==> src/rtl/vga_pkg.sv <==
// ---------------------------------------------------------------------------
// vga_pkg
//  Timing constants for the 640x480 @ 60 Hz raster. It also holds the derived
//  line/frame totals, the first visible coordinate and the coordinate type
//  shared by the timing generator and its counters.
//  Ports: none (package).
// ---------------------------------------------------------------------------
package vga_pkg;

    localparam int COORD_W = 10;

    typedef logic [COORD_W-1:0] coord_t;

    localparam int H_SYNC   = 96;
    localparam int H_BP     = 48;
    localparam int H_ACTIVE = 640;
    localparam int H_FP     = 16;

    localparam int V_SYNC   = 2;
    localparam int V_BP     = 33;
    localparam int V_ACTIVE = 480;
    localparam int V_FP     = 10;

    localparam int H_TOTAL  = H_SYNC + H_BP + H_ACTIVE + H_FP;
    localparam int V_TOTAL  = V_SYNC + V_BP + V_ACTIVE + V_FP;

    // The counters start at the beginning of sync, so the renderer offsets
    // its objects by these amounts.
    localparam int H_START  = H_SYNC + H_BP;
    localparam int V_START  = V_SYNC + V_BP;

endpackage

==> src/rtl/vga_counter.sv <==
// ---------------------------------------------------------------------------
// vga_counter
//  Mod-N up counter with enable, synchronous reset and a wrap pulse.
//  Ports:
//   clk_i    in   clock
//   reset_i  in   synchronous active-high reset, count returns to 0
//   en_i     in   advance the count on this edge
//   count_o  out  current count, 0..N-1
//   wrap_o   out  high while enabled at N-1, i.e. the next edge returns to 0
// ---------------------------------------------------------------------------
module vga_counter
    import vga_pkg::*;
#(
    parameter int N = 800
) (
    input  logic   clk_i,
    input  logic   reset_i,
    input  logic   en_i,
    output coord_t count_o,
    output logic   wrap_o
);

    localparam coord_t LAST = coord_t'(N - 1);

    coord_t count_q;
    coord_t count_d;

    // The wrap pulse is combinational so that a cascaded counter can advance
    // on the same edge as this one returns to zero.
    assign wrap_o  = en_i && (count_q == LAST);
    assign count_o = count_q;

    // Next count: hold unless enabled, then increment or fold back to zero.
    always_comb begin
        count_d = count_q;
        if (en_i) begin
            count_d = (count_q == LAST) ? '0 : count_q + 1'b1;
        end
    end

    // Count register.
    always_ff @(posedge clk_i) begin
        if (reset_i) begin
            count_q <= '0;
        end else begin
            count_q <= count_d;
        end
    end

endmodule

==> src/rtl/vga_timing.sv <==
// ---------------------------------------------------------------------------
// vga_timing
//  Raster timing generator. It divides CLOCK_50 into a 25 MHz pixel cadence,
//  runs the raw X/Y counters from the start of sync, and registers sync,
//  blank and vblank one cycle behind the counters. VGA_CLK is placed so its
//  rising edge sits midway between output updates.
//  Ports:
//   CLOCK_50     in   system clock, 50 MHz
//   reset        in   synchronous active-high reset
//   VGA_X/VGA_Y  out  raw horizontal / vertical counters
//   VGA_HS/VS    out  active-low syncs (registered)
//   VGA_BLANK_N  out  high during active video (registered)
//   VGA_SYNC_N   out  constant 0
//   VGA_CLK      out  25 MHz DAC sample clock
//   pixel_tick   out  high every second cycle; counters move on the next edge
//   frame_start  out  one-cycle pulse after the counters wrap to (0,0)
//   in_vblank    out  high on the lines below the visible area
// ---------------------------------------------------------------------------
module vga_timing
    import vga_pkg::*;
#(
    parameter int H_SYNC   = vga_pkg::H_SYNC,
    parameter int H_BP     = vga_pkg::H_BP,
    parameter int H_ACTIVE = vga_pkg::H_ACTIVE,
    parameter int H_FP     = vga_pkg::H_FP,
    parameter int V_SYNC   = vga_pkg::V_SYNC,
    parameter int V_BP     = vga_pkg::V_BP,
    parameter int V_ACTIVE = vga_pkg::V_ACTIVE,
    parameter int V_FP     = vga_pkg::V_FP
) (
    input  logic   CLOCK_50,
    input  logic   reset,
    output coord_t VGA_X,
    output coord_t VGA_Y,
    output logic   VGA_HS,
    output logic   VGA_VS,
    output logic   VGA_BLANK_N,
    output logic   VGA_SYNC_N,
    output logic   VGA_CLK,
    output logic   pixel_tick,
    output logic   frame_start,
    output logic   in_vblank
);

    localparam int LINE_LEN  = H_SYNC + H_BP + H_ACTIVE + H_FP;
    localparam int FRAME_LEN = V_SYNC + V_BP + V_ACTIVE + V_FP;

    localparam coord_t HS_END = coord_t'(H_SYNC);
    localparam coord_t VS_END = coord_t'(V_SYNC);
    localparam coord_t HA_BEG = coord_t'(H_SYNC + H_BP);
    localparam coord_t HA_END = coord_t'(H_SYNC + H_BP + H_ACTIVE);
    localparam coord_t VA_BEG = coord_t'(V_SYNC + V_BP);
    localparam coord_t VA_END = coord_t'(V_SYNC + V_BP + V_ACTIVE);

    // Totals beyond the coordinate range would silently alias.
    if (LINE_LEN > (1 << COORD_W) || FRAME_LEN > (1 << COORD_W)) begin : g_range_check
        $error("vga_timing: line or frame total exceeds the 10-bit coordinate range");
    end

    logic   phase_q, phase_d;
    logic   hs_q, hs_d;
    logic   vs_q, vs_d;
    logic   blankN_q, blankN_d;
    logic   inVblank_q, inVblank_d;
    logic   frameStart_q, frameStart_d;
    logic   vgaClk_q, vgaClk_d;

    logic   tick;
    logic   hWrap;
    logic   vWrap;
    coord_t hCount;
    coord_t vCount;

    assign tick = phase_q;

    vga_counter #(.N(LINE_LEN)) u_hcount (
        .clk_i   (CLOCK_50),
        .reset_i (reset),
        .en_i    (tick),
        .count_o (hCount),
        .wrap_o  (hWrap)
    );

    vga_counter #(.N(FRAME_LEN)) u_vcount (
        .clk_i   (CLOCK_50),
        .reset_i (reset),
        .en_i    (tick && hWrap),
        .count_o (vCount),
        .wrap_o  (vWrap)
    );

    // Output decode from the current counters. Registering it delays the
    // syncs by one cycle so they line up with the renderer's RGB register.
    // VGA_CLK copies the old phase, so it equals ~phase and rises between updates.
    always_comb begin
        phase_d      = ~phase_q;
        hs_d         = !(hCount < HS_END);
        vs_d         = !(vCount < VS_END);
        blankN_d     = (hCount >= HA_BEG) && (hCount < HA_END) &&
                       (vCount >= VA_BEG) && (vCount < VA_END);
        inVblank_d   = (vCount >= VA_END);
        frameStart_d = vWrap;
        vgaClk_d     = phase_q;
    end

    // Phase and output registers.
    always_ff @(posedge CLOCK_50) begin
        if (reset) begin
            phase_q      <= 1'b0;
            hs_q         <= 1'b1;
            vs_q         <= 1'b1;
            blankN_q     <= 1'b0;
            inVblank_q   <= 1'b0;
            frameStart_q <= 1'b0;
            vgaClk_q     <= 1'b0;
        end else begin
            phase_q      <= phase_d;
            hs_q         <= hs_d;
            vs_q         <= vs_d;
            blankN_q     <= blankN_d;
            inVblank_q   <= inVblank_d;
            frameStart_q <= frameStart_d;
            vgaClk_q     <= vgaClk_d;
        end
    end

    assign VGA_X       = hCount;
    assign VGA_Y       = vCount;
    assign VGA_HS      = hs_q;
    assign VGA_VS      = vs_q;
    assign VGA_BLANK_N = blankN_q;
    assign VGA_SYNC_N  = 1'b0;
    assign VGA_CLK     = vgaClk_q;
    assign pixel_tick  = tick;
    assign frame_start = frameStart_q;
    assign in_vblank   = inVblank_q;

endmodule

==> config.mk <==
export PLATFORM = sky130hd
export DESIGN_NAME = vga_timing
export DESIGN_NICKNAME = d
export VERILOG_FILES = /design/src/rtl/vga_pkg.sv /design/src/rtl/vga_counter.sv /design/src/rtl/vga_timing.sv
export SDC_FILE = /design/constraint.sdc
export NUM_CORES = 1
export LEC_CHECK = 0
export ABC_AREA = 1
export CORE_MARGIN = 4
export CORE_UTILIZATION = 53
export DETAILED_ROUTE_END_ITERATION = 10
export PLACE_DENSITY = 0.83
export RECOVER_POWER = 25
export SKIP_LAST_GASP = 1
export SYNTH_ARGS = -nofsm -noshare
export SYNTH_HDL_FRONTEND = slang
export SYNTH_SLANG_ARGS = --single-unit
==> constraint.sdc <==
create_clock -name CLOCK_50 -period 3.7 [get_ports CLOCK_50]
set_input_delay 0.555 -clock CLOCK_50 [delete_from_list [all_inputs] [get_ports CLOCK_50]]
set_output_delay 0.555 -clock CLOCK_50 [all_outputs]
set_load 0.005 [all_outputs]
==> insert_results.sql <==
INSERT INTO impl_metrics (metric_group, metric, value, unit) VALUES
('drt', 'met3_length', '138', 'um'),
('layout', 'area_occupied_by_multi_input_gates', '687', 'um^2'),
('drt', 'detail_route.iter0.violations', '37', ''),
('power', 'vdd_drop_max', '0.190', 'mV'),
('clock_tree', 'cts_sinks', '27', ''),
('clock_tree', 'cts_tree', 'built', ''),
('floorplanning', 'fp.dieArea', '3490', 'um^2'),
('run', 'drv.max_cap_violation_count', '0', ''),
('timing', 'finalWorstPathRequiredPeriod', '1960', 'ps'),
('drt', 'route.top_layer_used', 'met4', ''),
('drt', 'vias_per_cell', '5.06', ''),
('logic_synthesis', 'synth.net_count', '211', ''),
('global_routing', 'grt_overflow_total', '0', ''),
('setup_path', 'timing.critical_path.slowest_cell_delay', '560', 'ps'),
('drt', 'post_route_met1_wirelength', '1.51', 'mm'),
('setup_path', 'setup.worst_path.end_class', 'output pin', ''),
('logic_synthesis', 'async_flop_share', '0', '%'),
('floorplanning', 'die_y', '59.1', 'um'),
('setup_path', 'crit_chain', 'clkdlybuf4s50_1', ''),
('floorplanning', 'placeableCoreArea', '2480', 'um^2'),
('logic_synthesis', 'syn-mean-instance-area', '6.74', 'um^2'),
('drt', 'routed_wl', '3.08', 'mm'),
('drt', 'ant_nets', '0', ''),
('timing', 'finalCritPeriodShare', '53.0', '%'),
('global_routing', 'grt_pass1_wl', '5.03', 'mm'),
('floorplanning', 'io-pin-count', '30', ''),
('layout', 'antenna_cells', '0', ''),
('drt', 'num_vias', '1337', ''),
('logic_synthesis', 'syn-instance-count', '205', ''),
('setup_path', 'worst-r2r-cell-count', '6', ''),
('setup_path', 'path_depth', '1', ''),
('global_routing', 'grt_antenna_before_repair', '0', ''),
('drt', 'dr.pass1.iters', '5', ''),
('power', 'cellLeakagePower', '0.687', 'nW'),
('clock_tree', 'post_cts_resize_count', '0', ''),
('min_path', 'worst_hold_path_type', 'reg2reg', ''),
('setup_path', 'critical_path.startpoint_type', 'register', ''),
('setup_path', 'worst-path-buf-inv', '1', ''),
('placement', 'dp_hpwl', '2.42', 'mm'),
('global_routing', 'first_global_vias', '1161', ''),
('timing', 'setup_violations', '0', ''),
('layout', 'commonest_cells_after_routing_fill_and_taps_aside', '42 x sky130_fd_sc_hd__nand2_1, 37 x sky130_fd_sc_hd__nor2_1, 31 x sky130_fd_sc_hd__inv_1, 27 x sky130_fd_sc_hd__dfxtp_1, 27 x sky130_fd_sc_hd__clkdlybuf4s50_1', ''),
('setup_path', 'path_delay_family', 'buffers and inverters', ''),
('layout', 'finish.net_count', '241', ''),
('run_status', 'status', 'complete, no violations', ''),
('layout', 'seqCellArea', '541', 'um^2'),
('timing', 'fin_skew', '2.52', 'ps'),
('power', 'fin_total_pwr', '454', 'uW'),
('logic_synthesis', 'yosysUniqueCellTypes', '28', ''),
('setup_path', 'worst_path_max_delay_cell', 'sky130_fd_sc_hd__clkdlybuf4s50_1', ''),
('power', 'power_density', '267', 'nW/um^2'),
('floorplanning', 'initial_utilization', '55.8', '%'),
('logic_synthesis', 'yosys_register_bits', '27', ''),
('setup_path', 'timing.setup.critical_path_class', 'reg2out', ''),
('timing', 'final_max_slew_viol_count', '0', ''),
('setup_path', 'worstPathArrival', '1400', 'ps'),
('drt', 'routedWlPerCell', '11.7', 'um'),
('logic_synthesis', 'synth_enable_flop_cells', '0', ''),
('clock_tree', 'clkLatencyLatePin', '330', 'ps'),
('layout', 'most_common_cell_after_layout_fill_and_taps_aside', 'sky130_fd_sc_hd__nand2_1', ''),
('logic_synthesis', 'synth_warnings', '0', ''),
('min_path', 'hold_depth', '2', ''),
('timing', 'finalSetupTns', '0', 'ps'),
('clock_tree', 'clock_path_buffers', '2', ''),
('clock_tree', 'cts.reportedPaths.clkPinSlew', '140', 'ps'),
('timing', 'final_hold_violation_count', '0', ''),
('clock_tree', 'htreeDepth', '1', ''),
('layout', 'final_layout_size_suffix_gt1_share', '3.85', '%'),
('floorplanning', 'num_rows', '18', ''),
('timing', 'rsz_0062_raised_after_global_routing', 'false', ''),
('placement', 'place.port_buffers', '28', '');
## report_power, final
group	switching [mW]	internal [mW]	leakage [nW]
Clock	0.0877	0.0423	0.0150
Sequential	0.00391	0.295	0.219
Combinational	0.0132	0.0115	0.453
## path summary, 6_finish.rpt
check | slack [ps] | start | endpoint
setup / recovery | 1740 | pixel_tick | pixel_tick
hold / removal | 500 | u_hcount.count_o[9] | u_hcount.count_o[9]
setup reg to reg | 1820 | u_hcount.count_o[1] | u_vcount.count_o[0]
hold reg to reg | 500 | u_hcount.count_o[9] | u_hcount.count_o[9]
## synthesized netlist by cell type, drive strengths merged, types with 2 or more instances
cell   count  area, um^2
buf        2        18.8
nor2      38         153
nand3     15        80.1
a21oi     10        50.1
o21ai      8        40.0
inv       32         120
dfxtp     27         541
nor3       8        51.3
xor2       2        17.5
nand4      7        43.8
nand2     44         170
ha         4        50.1
## per-stage QoR
| step | cells | worst slack [ps] | utilization [%] | hold slack, ps |
|---|---|---|---|---|
| 2_1_floorplan | 205 | 2310 | - | 477 |
| 3_3_place_gp | 260 | 1940 | 67.7 | 473 |
| 3_5_place_dp | 260 | 1920 | 67.7 | 479 |
| 4_1_cts | 264 | 1720 | 68.8 | 497 |
| 5_1_grt | 264 | 1610 | 68.5 | 518 |
| 6_report | 264 | 1740 | 68.5 | 495 |
## worst reg2reg max path: cells and delay by family (launching register included)
family                     cells  cell delay, ps
and+or+nand+nor                3             720
AOI/OAI and AO/OA              2             440
DFF                            1             400
adders and majority gates      1             220
## cells by family after synthesis
logic type      after synthesis  share of synthesized area [%]
compound gates               20                           7.60
xor+xnor                      2                           1.27
other cells                   1                          0.271
simple gates                115                           37.5
flops                        27                           39.1
fa+ha+maj                     4                           3.62
buf+inv                      36                           10.7
## registers in the layout, summed over array words and instances, names as in the netlist
signal            flops
in_vblank             1
u_hcount.count_o     10
VGA_CLK               1
VGA_BLANK_N           1
frame_start           1
pixel_tick            1
VGA_VS                1
u_vcount.count_o     10
VGA_HS                1
## routing by layer
layer / vias up / track usage, %
met5: - / 0
met1: 597 / 25.8
met3: 5 / 2.83
met4: 0 / 5.83
met2: 28 / 29.8
li1: 707 / -
## layout make-up
type / count / share of cell area, %
Multi-Input combinational cell: 142 / 40.5
Sequential cell: 27 / 31.9
Timing Repair Buffer: 28 / 16.5
Inverter: 33 / 7.37
Tap cell: 30 / 2.21
Clock buffer: 4 / 1.55
(Power assumes the default switching activity.)
